File: src/rtl/mem_access_stage_pkg.sv
// Shared definitions for the memory-access stage.
//   - MIPS opcode constants for the memory instructions this stage handles
//   - FSM state encoding
//   - byte_lane(): big-endian byte extract (offset 0 = bits 31:24)
package mem_access_stage_pkg;

    localparam logic [5:0] OP_RTYPE = 6'b000000;
    localparam logic [5:0] OP_LW    = 6'b100011;
    localparam logic [5:0] OP_LB    = 6'b100000;
    localparam logic [5:0] OP_LBU   = 6'b100100;
    localparam logic [5:0] OP_SW    = 6'b101011;
    localparam logic [5:0] OP_SB    = 6'b101000;

    typedef enum logic [1:0] {
        ST_IDLE = 2'd0,
        ST_MEM  = 2'd1,
        ST_OUT  = 2'd2
    } state_t;

    function automatic logic [7:0] byte_lane(input logic [31:0] w, input logic [1:0] off);
        case (off)
            2'd0:    return w[31:24];
            2'd1:    return w[23:16];
            2'd2:    return w[15:8];
            default: return w[7:0];
        endcase
    endfunction

endpackage

File: src/rtl/mem_access_stage_load_formatter.sv
// Combinational load-data formatter.
//   rdata     : full 32-bit word read from memory
//   offset    : byte offset within the word (big-endian)
//   is_signed : sign-extend the selected byte (LB) instead of zero-extend (LBU)
//   word      : pass the whole word through (LW)
//   result    : value handed to writeback
module load_formatter
    import mem_access_stage_pkg::*;
(
    input  logic [31:0] rdata,
    input  logic [1:0]  offset,
    input  logic        is_signed,
    input  logic        word,
    output logic [31:0] result
);

    logic [7:0] sel;
    assign sel = byte_lane(rdata, offset);

    always_comb begin
        result = rdata;
        if (!word) begin
            if (is_signed) result = {{24{sel[7]}}, sel};
            else           result = {24'h0, sel};
        end
    end

endmodule

File: src/rtl/mem_access_stage.sv
// MIPS memory-access stage: holds one instruction from execute, performs
// LW/LB/LBU/SW/SB over a req/ack data-memory port and presents the result
// to writeback with a valid/ready handshake.
//   clock, reset                 : pipeline clock, synchronous active-high reset
//   in_valid/in_ready            : execute handshake (pc, insn, aluResult, rtData)
//   mem_req/we/addr/wdata/be     : memory request, held until ack or timeout
//   mem_ack/mem_rdata            : single-cycle completion from memory
//   out_valid/out_ready          : writeback handshake
//   out_pc/out_insn/dataOut      : result to writeback
//   misaligned/bus_err           : error qualifiers, meaningful only with out_valid
module mem_access_stage
    import mem_access_stage_pkg::*;
#(
    parameter int TIMEOUT = 16
) (
    input  logic        clock,
    input  logic        reset,
    input  logic        in_valid,
    output logic        in_ready,
    input  logic [31:0] pc,
    input  logic [31:0] insn,
    input  logic [31:0] aluResult,
    input  logic [31:0] rtData,
    output logic        mem_req,
    output logic        mem_we,
    output logic [31:0] mem_addr,
    output logic [31:0] mem_wdata,
    output logic [3:0]  mem_be,
    input  logic        mem_ack,
    input  logic [31:0] mem_rdata,
    output logic        out_valid,
    input  logic        out_ready,
    output logic [31:0] out_pc,
    output logic [31:0] out_insn,
    output logic [31:0] dataOut,
    output logic        misaligned,
    output logic        bus_err
);

    localparam logic [7:0] LAST_WAIT = 8'(TIMEOUT - 1);

    state_t      state;
    logic [7:0]  wait_cnt;
    logic [31:0] r_alu;

    // Decode of the instruction being offered by execute.
    logic [5:0] in_op;
    logic       in_load, in_store, in_word, in_mis, accept;
    assign in_op    = insn[31:26];
    assign in_load  = (in_op == OP_LW) || (in_op == OP_LB) || (in_op == OP_LBU);
    assign in_store = (in_op == OP_SW) || (in_op == OP_SB);
    assign in_word  = (in_op == OP_LW) || (in_op == OP_SW);
    assign in_mis   = in_word && (aluResult[1:0] != 2'b00);

    // Retiring in OUT frees the stage in the same cycle.
    assign in_ready = (state == ST_IDLE) || ((state == ST_OUT) && out_ready);
    assign accept   = in_valid && in_ready;

    // Formatting of the in-flight load, driven from the latched instruction.
    logic [5:0]  r_op;
    logic [31:0] load_val;
    assign r_op = out_insn[31:26];

    load_formatter u_fmt (
        .rdata     (mem_rdata),
        .offset    (r_alu[1:0]),
        .is_signed (r_op == OP_LB),
        .word      (r_op == OP_LW),
        .result    (load_val)
    );

    always_ff @(posedge clock) begin
        if (reset) begin
            state      <= ST_IDLE;
            wait_cnt   <= '0;
            r_alu      <= '0;
            mem_req    <= 1'b0;
            mem_we     <= 1'b0;
            mem_addr   <= '0;
            mem_wdata  <= '0;
            mem_be     <= '0;
            out_valid  <= 1'b0;
            out_pc     <= '0;
            out_insn   <= '0;
            dataOut    <= '0;
            misaligned <= 1'b0;
            bus_err    <= 1'b0;
        end else begin
            case (state)
                ST_MEM: begin
                    // Ack on the final counted cycle takes priority over timeout.
                    if (mem_ack) begin
                        state     <= ST_OUT;
                        mem_req   <= 1'b0;
                        out_valid <= 1'b1;
                        dataOut   <= mem_we ? r_alu : load_val;
                    end else if (wait_cnt == LAST_WAIT) begin
                        state     <= ST_OUT;
                        mem_req   <= 1'b0;
                        out_valid <= 1'b1;
                        bus_err   <= 1'b1;
                        dataOut   <= '0;
                    end else begin
                        wait_cnt <= wait_cnt + 8'd1;
                    end
                end
                ST_OUT: begin
                    if (out_ready) begin
                        state      <= ST_IDLE;
                        out_valid  <= 1'b0;
                        misaligned <= 1'b0;
                        bus_err    <= 1'b0;
                    end
                end
                default: ;
            endcase

            // Acceptance overrides the retire defaults above when handing off.
            if (accept) begin
                out_pc     <= pc;
                out_insn   <= insn;
                r_alu      <= aluResult;
                wait_cnt   <= '0;
                misaligned <= 1'b0;
                bus_err    <= 1'b0;
                if (!(in_load || in_store)) begin
                    state     <= ST_OUT;
                    out_valid <= 1'b1;
                    dataOut   <= aluResult;
                end else if (in_mis) begin
                    state      <= ST_OUT;
                    out_valid  <= 1'b1;
                    misaligned <= 1'b1;
                    dataOut    <= '0;
                end else begin
                    state     <= ST_MEM;
                    out_valid <= 1'b0;
                    mem_req   <= 1'b1;
                    mem_we    <= in_store;
                    mem_addr  <= {aluResult[31:2], 2'b00};
                    if (in_op == OP_SB) begin
                        mem_be    <= 4'b1000 >> aluResult[1:0];
                        mem_wdata <= {4{rtData[7:0]}};
                    end else begin
                        mem_be    <= 4'b1111;
                        mem_wdata <= rtData;
                    end
                end
            end
        end
    end

endmodule

File: config.mk
export PLATFORM = sky130hd
export DESIGN_NAME = mem_access_stage
export DESIGN_NICKNAME = d
export VERILOG_FILES = /design/src/rtl/mem_access_stage_pkg.sv /design/src/rtl/mem_access_stage_load_formatter.sv /design/src/rtl/mem_access_stage.sv
export SDC_FILE = /design/constraint.sdc
export NUM_CORES = 1
export LEC_CHECK = 0
export CELL_PAD_IN_SITES_DETAIL_PLACEMENT = 1
export CELL_PAD_IN_SITES_GLOBAL_PLACEMENT = 2
export CORE_MARGIN = 8
export CORE_UTILIZATION = 26
export DETAILED_ROUTE_END_ITERATION = 10
export PLACE_DENSITY_LB_ADDON = 0.1
export SYNTH_ARGS = -nofsm -noshare
export SYNTH_HDL_FRONTEND = slang
export SYNTH_SLANG_ARGS = --single-unit
File: constraint.sdc
create_clock -name clock -period 5.1 [get_ports clock]
set_input_delay 1.02 -clock clock [delete_from_list [all_inputs] [get_ports clock]]
set_output_delay 1.02 -clock clock [all_outputs]
set_load 0.05 [all_outputs]
# After elaboration in Yosys (flattened, before gate mapping)
# Cells that the tools add are included.
[op_classes]
n_div = 0
mul = 0
mux = 37
shifts = 1
eq_ne = 17
n_bitwise = 3
n_addsub = 1
magnitude_cmp = 0
reduce_logical = 22
[ops]
columns = ["cell", "n"]
rows = [
  ["$mux 32", 10],
  ["$eq 6x6->1 const B", 7],
  ["$pmux 8 s3", 1],
  ["$mux 1", 16],
  ["$mux 2", 6],
  ["$reduce_and 3->1", 3],
  ["$add 8x1->8 const B", 1],
  ["$eq 8x4->1 const B", 1],
  ["$reduce_bool 2->1", 4],
  ["$logic_or 1x1->1", 6],
  ["$ne 2x2->1 const B", 3],
  ["$eq 2x1->1 const B", 2],
  ["$eq 2x2->1 const B", 2],
  ["$logic_not 2->1", 2],
  ["$mux 4", 1],
  ["$ne 4x4->1 const B", 1],
  ["$pmux 1 s2", 2],
  ["$pmux 2 s2", 1],
  ["$reduce_and 4->1", 1],
  ["$shr 4x2->4 const A", 1],
  ["$logic_and 1x1->1", 3],
  ["$ne 3x3->1 const B", 1],
  ["$not 1->1", 3],
  ["$reduce_bool 3->1", 1],
  ["other kinds (2)", 2],
]
[word_totals]
mem_count = 0
rom_bits = 0
mem_bits_rw = 0
latchBits = 0
register_bits = 209
input_bits = 165
word_cells = 95
out_inout_bits = 170

# Longest topological paths before layout
[logic_depth]
ltp_word = 10
depth_mapped = 8
ltp_nobuf = 6

# Hierarchy
# From an unflattened synthesis, not the netlist that was laid out.
[unflattened]
cells_unflattened = 1125
hier_area_um2 = 9447.8
[by_module_without_submodules]
columns = ["mod", "n_inst", "area_per_inst_um2", "cells_per_inst"]
rows = [
  ["mem_access_stage", 1, 8889.8, 1030],
  ["load_formatter", 1, 558.0, 95],
]

# Worst setup path after synthesis
# No wires, ideal clock.
[synth_path]
path_type = "input -> output"
from = "in out_ready"
to = "out in_ready"
slack_ns = 2.652
required_ns = 4.080
arrival_time_ns = 1.428
cell_stages = 1
path_cell_list = "o21a_1"
[synth_between]
elab_chain_len = 2
[synth_lines]
columns = ["element", "line_no", "rtl"]
rows = [
  ["start: declaration", "mem_access_stage.sv:32", "input logic out_ready,"],
  ["$logic_and 1x1->1", "mem_access_stage.sv:56", "assign in_ready = (state == ST_IDLE) || ((state == ST_OUT) && out_ready);"],
  ["$logic_or 1x1->1", "mem_access_stage.sv:56", ""],
  ["end: declaration", "mem_access_stage.sv:19", "output logic in_ready,"],
]
# Every way passes these cells.

# Worst setup path in the final report
# Same ends and word-level chain as after synthesis.

==> out/qor.txt <==
Least-Margin Pin Slew -> 1.19 ns
Main synth FF type -> dfxtp_1
H-Tree Depth -> 1
I/O Pins -> 335
Worst slew margin -> 20.8%
Top Layer Used -> met4
Hold path depth -> 2
# port buffers -> 332
Pwr dens -> 352 nW/um^2
Unrepaired setup endpoints after global routing -> false
Final HPWL DP -> 24900 microns
Total wire length -> 35300 microns
Starting density of the core -> 26.4%
Period utilization -> 70.6%
Grt total ovfl -> 0
Post_cts resized -> 0
Peak supply drop -> 0.266 mV
Area growth from synthesis to layout -> 56.2%
Clk Latency, worst-skew pair -> 0.53 ns
Routed length per placed instance -> 20.3 microns
Yosys top cell area share -> 50.1%
Post-Syn Area -> 8320 sq um
# setup viols final -> 0
Metal3 WL -> 3080 microns
Placement Cell Area -> 12000 sq um
TritonCTS clock tree -> yes
Synthesized area per cell -> 8.16 sq um
Register area share after synthesis -> 50.1%
Min Clock Period, post-route -> 3.60 ns
P_leak -> 4.74 nW
Crit path DAT -> 2.58 ns
Vias per cell -> 4.75
Main area contributors after synthesis -> dfxtp_1 50%, nand2_1 14%, a21oi_1 9.0%, mux2i_1 4.2%, a221o_1 3.2%
Fin Setup TNS -> 0 ns
Clock root buffer -> clkbuf_16
Critical path type -> in2out
Die ar. -> 38000 sq um
Status -> complete, no violations
Setup Skew -> 0.00931 ns
Commonest non-fill, non-tap cell in the layout -> clkdlybuf4s50_1
Max Cap Viol -> 0
Crit path launch type -> input port
Mapped Cells -> 1019
DRT antenna net count -> 0
Fmax -> 278 MHz
Yosys reg bits -> 208
Final hold vios -> 0
Post-cts hold buffer count -> 0
Max Fanout on Critical Path -> 4
CORE AREA -> 31600 sq um
Share of layout cells above drive strength 1 -> 5.26%
Post-synth EDFFs -> 0
First-pass DRT Iterations -> 4
Gpl congestion -> 0.739
Worst hold path type -> reg2reg
Met1 WL -> 15500 microns
Die Span Y -> 195 microns
Most frequent cells in the layout -> 331 x clkdlybuf4s50_1, 306 x nand2_1, 208 x dfxtp_1
Chip Width -> 195 microns
Worst setup EP type -> primary output
Setup Fix Bufs, Post-CTS -> 0
Overall Global Routing Usage -> 18.0%
Rows -> 65
DR DRC count -> 0
Worst-case clock buffer depth -> 3
CTS Buf Count -> 28
Clk slew on worst S/H paths -> 0.05 ns
Post-Route Utilization -> 41.2%
Largest area contributor in the netlist -> dfxtp_1
Initial DRC count -> 290
Count of unique library cells instantiated by Yosys -> 49
Via count -> 8261
Vias in the first global route -> 8631
Final instance area -> 13000 sq um
Final Net Count -> 1477
Critical Path RT -> 4.08 ns
Slew Limit Fails -> 0
Path depth of the worst reg2reg path -> 5
Clk sinks -> 208
Synth async-reset ratio -> 0%
Routed wl met2 -> 16100 microns
Ys Warns -> 0
Initial antenna violation count -> 1
First-pass GRT wire length -> 54100 microns
Largest net degree at the start of global routing -> 116
## path summary, 6_finish.rpt
check / start / to / slack, ns
hold reg to reg: mem_wdata[0]$_SDFFE_PP0P_ / mem_wdata[0]$_SDFFE_PP0P_ / 0.45
setup / recovery: out_ready / in_ready / 1.50
hold / removal: mem_wdata[0]$_SDFFE_PP0P_ / mem_wdata[0]$_SDFFE_PP0P_ / 0.45
setup reg to reg: out_insn[28]$_SDFFE_PP0P_ / dataOut[27]$_SDFF_PP0_ / 2.30
## per-layer routing
layer,vias up,track usage (%)
li1,4080,-
met1,3903,22.7
met2,234,29.0
met3,44,6.62
met4,0,3.76
met5,-,0
## flip-flops by register name, indices dropped and copies added, names as in the netlist
signal,flops
out_insn,32
mem_wdata,32
out_valid,1
mem_addr,30
wait_cnt,8
mem_be,4
out_pc,32
misaligned,1
dataOut,32
r_alu,32
mem_req,1
mem_we,1
state,1
bus_err,1
## area by class of cell
class                   count  area [sq um]
fillers                  3687         18600
flip-flops and latches    208          4160
multi-input cells         698          3730
repair buffers            344          3450
clock buffers              41           861
well taps                 402           503
clock inverters            10           150
inverters                  31           116
diodes                      4          10.0
## per-stage QoR
stage | setup WS (ns) | power (W) | instances | hold WS (ns)
2_1_floorplan | 2.65 | 0.00216 | 1020 | 0.436
3_3_place_gp | 1.51 | 0.00251 | 1683 | 0.440
3_5_place_dp | 1.46 | 0.00251 | 1683 | 0.449
4_1_cts | 1.49 | 0.00466 | 1734 | 0.455
5_1_grt | 1.48 | 0.00477 | 1735 | 0.469
6_report | 1.50 | 0.00457 | 1738 | 0.453
## critical path: stages
cell             delay [ns]
clkdlybuf4s50_1        0.60
o21a_1                 0.16
clkdlybuf4s50_1        0.80
## synthesized netlist by cell type (7+ instances only)
master and instances:
nand2_1 306, dfxtp_1 208, a21oi_1 149, clkbuf_1 61, nor2_1 54, mux2i_1 35
a211oi_1 32, inv_1 30, a221o_1 27, a221oi_1 25, buf_1 9, o21ai_0 8
buf_2 7
## logic make-up after synthesis
family	synth area share, %
flops	50.1
fa+ha+maj	0.150
xor+xnor	0.632
compound gates	20.6
other cells	0.0451
buf+inv	5.70
mux	4.21
simple gates	18.6
## where the power goes
part           switching, W  internal [W]  total, W
combinational      0.000439      0.000281  0.000720
sequential        0.0000458       0.00170   0.00175
clock              0.000744       0.00136   0.00210
total               0.00123       0.00334   0.00457
No activity file was read; power rests on OpenSTA's default activity.
